--- src/rtl/core_pkg.sv ---
// Shared definitions for the multi-cycle core sequencer: FSM state encoding,
// instruction field positions and write-data mux encodings.
package core_pkg;

    // Sequencer states
    typedef enum logic [2:0] {
        ST_IDLE  = 3'd0,
        ST_FETCH = 3'd1,
        ST_EXEC  = 3'd2,
        ST_WB    = 3'd3,
        ST_PAUSE = 3'd4,
        ST_HALT  = 3'd5
    } state_t;

    // Instruction field positions
    localparam int JUMP_BIT   = 31;
    localparam int BRANCH_BIT = 30;
    localparam int WSRC_HI    = 29;
    localparam int WSRC_LO    = 28;
    localparam int OFF_HI     = 12;
    localparam int OFF_LO     = 5;

    // Write-data mux select encodings
    localparam logic [1:0] WD_ALU     = 2'b01;
    localparam logic [1:0] WD_CONST   = 2'b10;
    localparam logic [1:0] WD_ILLEGAL = 2'b11;

    // True when the write-source field holds the reserved encoding
    function automatic logic wsrc_illegal(input logic [31:0] word);
        return (word[WSRC_HI:WSRC_LO] == WD_ILLEGAL);
    endfunction

endpackage

--- src/rtl/core_pc_next.sv ---
// Next-PC evaluation for the sequencer: decides whether the latched
// instruction's control transfer is taken, whether it is a self-jump
// (jump with zero offset, used as the halt idiom), and the wrapped next PC.
module core_pc_next
    import core_pkg::*;
#(
    parameter int PC_W = 8
) (
    input  logic [PC_W-1:0] pc,
    input  logic            jump,
    input  logic            branch,
    input  logic [7:0]      offset,
    input  logic            flag_q,
    output logic            taken,
    output logic            self_jump,
    output logic [PC_W-1:0] pc_next
);

    // Offset is unsigned; addition wraps naturally at PC_W bits
    always_comb begin
        taken     = jump | (branch & flag_q);
        self_jump = jump & (offset == 8'd0);
        pc_next   = taken ? (pc + PC_W'(offset)) : (pc + PC_W'(1));
    end

endmodule

--- src/rtl/core_sequencer.sv ---
// Multi-cycle FETCH/EXEC/WB control unit for the 8-bit-PC RISC datapath.
// Owns the PC, latches the instruction, gates RF writes and provides the
// host start/halt/single-step handshake.
// Optional feature: define CORE_SEQ_RETIRE_CNT_EN to add a saturating
// 32-bit retired-instruction counter output.
module core_sequencer
    import core_pkg::*;
#(
    parameter int PC_W = 8
) (
    input  logic            clk,
    input  logic            rst,
    input  logic            start,
    input  logic            step_en,
    input  logic            step,
    input  logic [31:0]     instr_i,
    input  logic            alu_flag,
    output logic [PC_W-1:0] pc,
    output logic [31:0]     instr_q,
    output logic            rf_we,
    output logic [1:0]      wd_sel,
    output logic            busy,
    output logic            halted,
    output logic            err
`ifdef CORE_SEQ_RETIRE_CNT_EN
    ,
    output logic [31:0]     retired
`endif
);

    state_t          state_reg;
    logic            flag_q;
    logic            taken;
    logic            self_jump;
    logic [PC_W-1:0] pc_next;

    core_pc_next #(
        .PC_W (PC_W)
    ) u_pc_next (
        .pc        (pc),
        .jump      (instr_q[JUMP_BIT]),
        .branch    (instr_q[BRANCH_BIT]),
        .offset    (instr_q[OFF_HI:OFF_LO]),
        .flag_q    (flag_q),
        .taken     (taken),
        .self_jump (self_jump),
        .pc_next   (pc_next)
    );

    // Sequencer FSM: state, PC, latched instruction, flag and status outputs
    always_ff @(posedge clk or posedge rst) begin
        if (rst) begin
            state_reg <= ST_IDLE;
            pc        <= '0;
            instr_q   <= '0;
            flag_q    <= 1'b0;
            err       <= 1'b0;
            busy      <= 1'b0;
            halted    <= 1'b0;
        end else begin
            case (state_reg)
                ST_IDLE, ST_HALT: begin
                    // start takes priority over any step on the same edge
                    if (start) begin
                        pc        <= '0;
                        err       <= 1'b0;
                        busy      <= 1'b1;
                        halted    <= 1'b0;
                        state_reg <= ST_FETCH;
                    end
                end
                ST_FETCH: begin
                    instr_q   <= instr_i;
                    state_reg <= ST_EXEC;
                end
                ST_EXEC: begin
                    flag_q <= alu_flag;
                    if (wsrc_illegal(instr_q)) begin
                        err       <= 1'b1;
                        busy      <= 1'b0;
                        halted    <= 1'b1;
                        state_reg <= ST_HALT;
                    end else begin
                        state_reg <= ST_WB;
                    end
                end
                ST_WB: begin
                    if (self_jump) begin
                        // PC holds on the halting self-jump
                        busy      <= 1'b0;
                        halted    <= 1'b1;
                        state_reg <= ST_HALT;
                    end else begin
                        pc        <= pc_next;
                        state_reg <= step_en ? ST_PAUSE : ST_FETCH;
                    end
                end
                ST_PAUSE: begin
                    if (step) begin
                        state_reg <= ST_FETCH;
                    end
                end
                default: begin
                    busy      <= 1'b0;
                    halted    <= 1'b0;
                    state_reg <= ST_IDLE;
                end
            endcase
        end
    end

`ifdef CORE_SEQ_RETIRE_CNT_EN
    // Retired-instruction counter: counts every WB cycle, saturates at all-ones
    always_ff @(posedge clk or posedge rst) begin
        if (rst) begin
            retired <= '0;
        end else if ((state_reg == ST_IDLE || state_reg == ST_HALT) && start) begin
            retired <= '0;
        end else if (state_reg == ST_WB && retired != 32'hFFFF_FFFF) begin
            retired <= retired + 32'd1;
        end
    end
`endif

    // RF write strobe decoded from registered state only, so it is glitch-free
    // and drops as soon as the asynchronous reset clears the state
    always_comb begin
        rf_we  = (state_reg == ST_WB) & (instr_q[WSRC_HI] ^ instr_q[WSRC_LO]);
        wd_sel = instr_q[WSRC_HI:WSRC_LO];
    end

endmodule

--- config.mk ---
export PLATFORM = sky130hd
export DESIGN_NAME = core_sequencer
export DESIGN_NICKNAME = d
export VERILOG_FILES = /design/src/rtl/core_pkg.sv /design/src/rtl/core_pc_next.sv /design/src/rtl/core_sequencer.sv
export SDC_FILE = /design/constraint.sdc
export NUM_CORES = 1
export LEC_CHECK = 0
export CORE_UTILIZATION = 35
export CTS_CLUSTER_SIZE = 20
export DETAILED_ROUTE_END_ITERATION = 8
export SLEW_MARGIN = 10
export SYNTH_ARGS = -nofsm -noshare
export SYNTH_HDL_FRONTEND = slang
export SYNTH_SLANG_ARGS = --single-unit
--- constraint.sdc ---
create_clock -name clk -period 2.72 [get_ports clk]
set_input_delay 0.816 -clock clk [delete_from_list [all_inputs] [get_ports clk]]
set_output_delay 0.816 -clock clk [all_outputs]
set_load 0.01 [all_outputs]
After elaboration in Yosys (flattened, before gate mapping)
Index checks and enable logic that the tools add are counted.
Cells by class
  reductions and logical operators: 10
  muxes and demuxes: 19
  bitwise logic cells: 6
  equality and inequality tests: 11
  add/subtract/negate cells: 2
Operators with widths (number)
  8-bit two-way mux: 3
  8-bit case mux with 2 select lines: 1
  3-bit two-way mux: 5
  3-bit case mux with 5 select lines: 1
  2-bit != test, second input constant: 5
  8-bit by 1-bit adder with 8-bit output, second input constant: 1
  8-bit adder: 1
  8-bit logical NOT: 1
  1-bit case mux with 4 select lines: 2
  3-bit by 2-bit equality test with 1-bit output, second input constant: 2
  3-bit equality test, second input constant: 2
  1-bit two-way mux: 6
  3-bit AND reduction: 2
  4-bit AND reduction: 1
  2-bit nonzero test: 2
  2-bit OR reduction: 2
  1-bit bitwise AND: 3
  3-bit by 1-bit equality test with 1-bit output, second input constant: 1
  3-bit logical NOT: 1
  2-bit equality test, second input constant: 1
  1-bit case mux with 2 select lines: 1
  2-bit AND reduction: 1
  1-bit NOT: 1
  1-bit bitwise OR: 1
  1-bit bitwise XOR: 1
Word-level totals
  input bits: 38
  word-level logic and storage cells: 55
  bits in registers: 47
  output and inout port bits: 46

Logic depth before layout (Yosys ltp)
Gate-level depths: netlist of run 1.
  depth after elaboration: 5
  depth in mapped cells: 9
  mapped depth without buffers: 9

Hierarchy
Synthesis of run 1 repeated with hierarchy kept, for this count alone.
Second synthesis, totals
  cells, all modules: 214
  area total of the unflattened synthesis: 2418.6 um2
Modules (own cells, without submodules)
  core_sequencer: sequential area each 1176.1 um2, area each 2044.5 um2, cells each 163, instances 1
  core_pc_next: sequential area each 0.0 um2, area each 374.1 um2, cells each 51, instances 1

Least setup slack after synthesis of run 1
OpenSTA, ideal clock, no wires.
  path kind: reg-to-reg
  start point: register instr_q[31]
  end point: register pc[6]
  required time: 2.599 ns
  period minus slack after synthesis: 2.283 ns
  slack: 0.437 ns
  stages on the path, launching flop included: 10
  library setup time: 0.121 ns
  arrival time: 2.162 ns
  path buffers: 0
  cell sequence: dfrtp_1 > a21oi_1 > or2_2 > ha_1 > fa_1 > a211oi_1 > o21bai_1 > a21oi_1 > xor2_1 > o21ai_1
Between the ends
  longest elaborated chain between the ends: 4
  elaborated cells on any way between the ends: 7
  those cells by class: eq/ne: 1; mux: 3; bitwise: 2; reduce/logical: 1
RTL lines
  from (decl): RTL line core_sequencer.sv:19  | output logic [31:0] instr_q,
  from (signal assigned): RTL line core_sequencer.sv:73  | instr_q <= instr_i;
  1-bit bitwise OR: RTL line core_pc_next.sv:21  | taken = jump | (branch & flag_q);
  8-bit two-way mux: RTL line core_pc_next.sv:23  | pc_next = taken ? (pc + PC_W'(offset)) : (pc + PC_W'(1));
  8-bit two-way mux: RTL line core_sequencer.sv:88  | if (self_jump) begin
  8-bit case mux with 2 select lines: RTL line core_sequencer.sv:61  | case (state_reg)
  to (signal assigned): RTL line core_sequencer.sv:94  | pc <= pc_next;
  to (decl): RTL line core_sequencer.sv:18  | output logic [PC_W-1:0] pc,
Several ways; a longest one is shown, not always the timed one. The select of a mux whose other input is x is not followed.
A chain may end at the register's enable or synchronous reset.

Final worst setup path of run 1
  start point: register instr_q[28]
  end point: output port rf_we
Between the ends
  longest elaborated chain between the ends: 2
RTL lines
  1-bit bitwise XOR: RTL line core_sequencer.sv:128  | rf_we = (state_reg == ST_WB) & (instr_q[WSRC_HI] ^ instr_q[WSRC_LO]);
  1-bit bitwise AND: RTL line core_sequencer.sv:128
  to (decl): RTL line core_sequencer.sv:20  | output logic rf_we,
No other way between the ends.

==> impl_metrics.ini, run 1 <==
[outcome]
status = finished, final reports clean

[floorplanning]
die_h_um = 85
die_area_sq_um = 7225
io_pins = 84
rows = 29
dieWidth_um = 85
start_util_pct = 37.12
coreArea_sq_um = 6495

[cts]
clk_pin_slew_ns = 0.09
cts_resized = 0
clk_path_buf_depth = 2
post_cts_buffers = 0
numCtsBuffers = 5
cts_tree = yes
clock_latency_ns = 0.31
clockRootBuffer = clkbuf_8
ctsHoldBuffers = 0
cts.sinks = 47
h-tree-depth = 2

[worst_setup_path]
cp-end-kind = primary output
cpPeakStageDelay_ns = 0.53
reg2reg_slack_ns = 0.32
cp.arrival_ns = 1.69
start_kind = flop
path_cells = ha_1, and3_1, clkdlybuf4s50_1
required_ns = 1.90
r2r-end = pc[6]$_DFFE_PP0P_
reg2reg_depth = 9
worstSetupPathType = reg -> out
crit_slowest_cell = clkdlybuf4s50_1
crit_fanout = 4
r2r-start = instr_q[30]$_DFFE_PP0N_

[min_path]
min_to = halted$_DFFE_PP0P_
min_delay_path_depth = 1
min-delay-start = halted$_DFFE_PP0P_
hp-class = reg -> reg

[sta]
relSlewSlack_pct = 66.88
worst_slew_pin_slew_ns = 0.4968
fin_crit_ns = 2.503
rsz0062_at_grt = no
fmax_ghz = 0.3995
finalHoldViolCount = 0
report.final.slew_viol_count = 0
setup_slack_ns = 0.2168
skew_ns = 0.005971
fin_crit_sh_pct = 92.03
setup-violations-final = 0
setup_tns_ns = 0

[synthesis]
async_flop_share_pct = 100.0
ys_top_cells_by_count = dfrtp_1 (47), mux2_2 (32), nand2_1 (15), buf_4 (8), ha_1 (8)
synthTopCellsByArea = dfrtp_1 (49%), mux2_2 (15%), ha_1 (4.2%)
postSynthAreaPerCell_sq_um = 12.30
yosysMostFrequentCell = dfrtp_1
synth-seq-cells = 47
syn_inst = 196
ys_types = 44
synth_ff_type = dfrtp_1
synth-edff-count = 0
ys_seq_area_share_pct = 48.78
syn_nets = 243
synth_top_cell_area_share_pct = 48.78
synth_top_cell_by_area = dfrtp_1
synth_warnings = 0
synth_area_sq_um = 2411

[cells_and_area]
largest_register_ffs = 32
layout.cells.non_filler = 357
area_delta_synth_final_pct = 40.79
fin_nets = 326
utilization_pct = 52.26
n_antenna_cell = 0
drive_above_1_share_pct = 20.00

[grt]
grt_pass1_vias = 1840
globalRoute.totalOverflow = 0
grt_pass1_wl_mm = 8.521
grtUsageTotal_pct = 15.30
grt_max_degree = 33
antenna_found_initial = 0

[place]
dp_cells = 349
globalplace.congestion = 0.7877
pre_cts_ws_ns = 0.2787
hpwl_mm = 3.757
portBuffers = 83

[job]
cap_violations = 0

[drt]
wl_per_cell_um = 14.15
drc_errors = 0
viasPerCell = 4.927
via_count = 1759
first_iter_violations = 61
first_pass_iters = 4
final_antenna_net_count = 0
routed_wl_mm = 5.050

[pwr]
max-vdd-ir-drop_uv = 475.2
p_leak_nw = 1.439
cellPowerDensity_nw_per_um2 = 1204
==> metal layers <==
layer	share of wire, %	wire length, um	track usage [%]	vias up
li1	-	-	-	864
met3	5.9	299	4.669	7
met4	1.6	83	6.471	0
met1	45	2272	18.97	838
met2	47	2395	24.78	50
met5	0	0	0	-
==> worst max-delay path, delay by kind of cell, from the launching register on <==
kind / cells / cell delay (ns)
buf+inv: 1 / 0.53
fa+ha+maj: 1 / 0.28
flops: 1 / 0.42
simple gates: 1 / 0.14
==> power by group <==
part           total (mW)  switching, mW  leakage (nW)  internal, mW
clock network       0.465          0.257        0.0474         0.208
registers            1.33          0.278         0.571          1.05
logic                2.29          0.972         0.821          1.32
total                4.09           1.51          1.44          2.58
==> worst max path at each step <==
stage / start / end / slack, ns / cells after the start
after global placement: instr_q[30]$_DFFE_PP0N_ / pc[6]$_DFFE_PP0P_ / 0.33 / 9
after CTS: instr_q[28]$_DFFE_PP0N_ / rf_we / 0.19 / 3
after global routing: instr_q[30]$_DFFE_PP0N_ / pc[7]$_DFFE_PP0P_ / 0.05 / 8
after detailed placement: instr_q[30]$_DFFE_PP0N_ / pc[6]$_DFFE_PP0P_ / 0.28 / 9
after floorplan: instr_q[31]$_DFFE_PP0N_ / pc[6]$_DFFE_PP0P_ / 0.44 / 9
final: instr_q[28]$_DFFE_PP0N_ / rf_we / 0.22 / 3
==> cells in the final DEF (no fill, tap or decap), types with 2 or more instances in the layout <==
master,n
a211oi_1,4
clkbuf_8,6
a211oi_2,2
and3_1,3
dfrtp_1,47
buf_4,4
o21ai_1,6
a21o_1,2
mux2i_1,2
and2_1,2
clkdlybuf4s50_1,83
a21oi_1,6
o21ai_0,5
xnor2_1,2
nor2_1,5
mux2_2,32
o21bai_1,3
nor2b_1,7
nor3_1,2
inv_1,3
nand2b_1,3
nand2_1,15
ha_1,8
o31ai_1,2
xor2_1,2
mux2_1,2
inv_2,2
==> per-stage QoR <==
stage | hold WS [ns] | cell area (sq um) | power, mW
5_1_grt | 0.5100 | 3395 | 4.404
2_1_floorplan | 0.4809 | 2411 | 2.761
4_1_cts | 0.4955 | 3395 | 4.150
3_3_place_gp | 0.4719 | 3296 | 3.649
6_report | 0.4896 | 3395 | 4.086
3_5_place_dp | 0.4738 | 3296 | 3.668
==> cell type report <==
| cell class | count | area, sq um |
|---|---|---|
| clock buffer | 6 | 82.58 |
| multi-input combinational | 132 | 1124 |
| sequential | 47 | 1176 |
| inverter | 5 | 18.77 |
| clock inverter | 2 | 16.27 |
| tap | 77 | 96.34 |
| fill | 575 | 3100 |
| timing repair buffer | 88 | 880.8 |
==> cells by family (layout without fill, tap and decap cells) <==
group | Yosys count | after routing | share of synthesized area (%)
flip-flops | 47 | 47 | 48.78
AND/OR/NAND/NOR | 45 | 45 | 11.73
AO/OA/AOI/OAI | 38 | 38 | 11.73
multiplexers | 36 | 36 | 16.71
buffers and inverters | 17 | 101 | 4.618
adder cells (fa/ha/maj) | 9 | 9 | 4.982
XOR/XNOR | 4 | 4 | 1.453
Power figures use the tool's default switching activity.
==> run 2: changes to the inputs <==
- CORE_MARGIN: unset -> 1
==> results of run 2 <==
The final DEF is identical to that of run 1; final timing and power are the same.
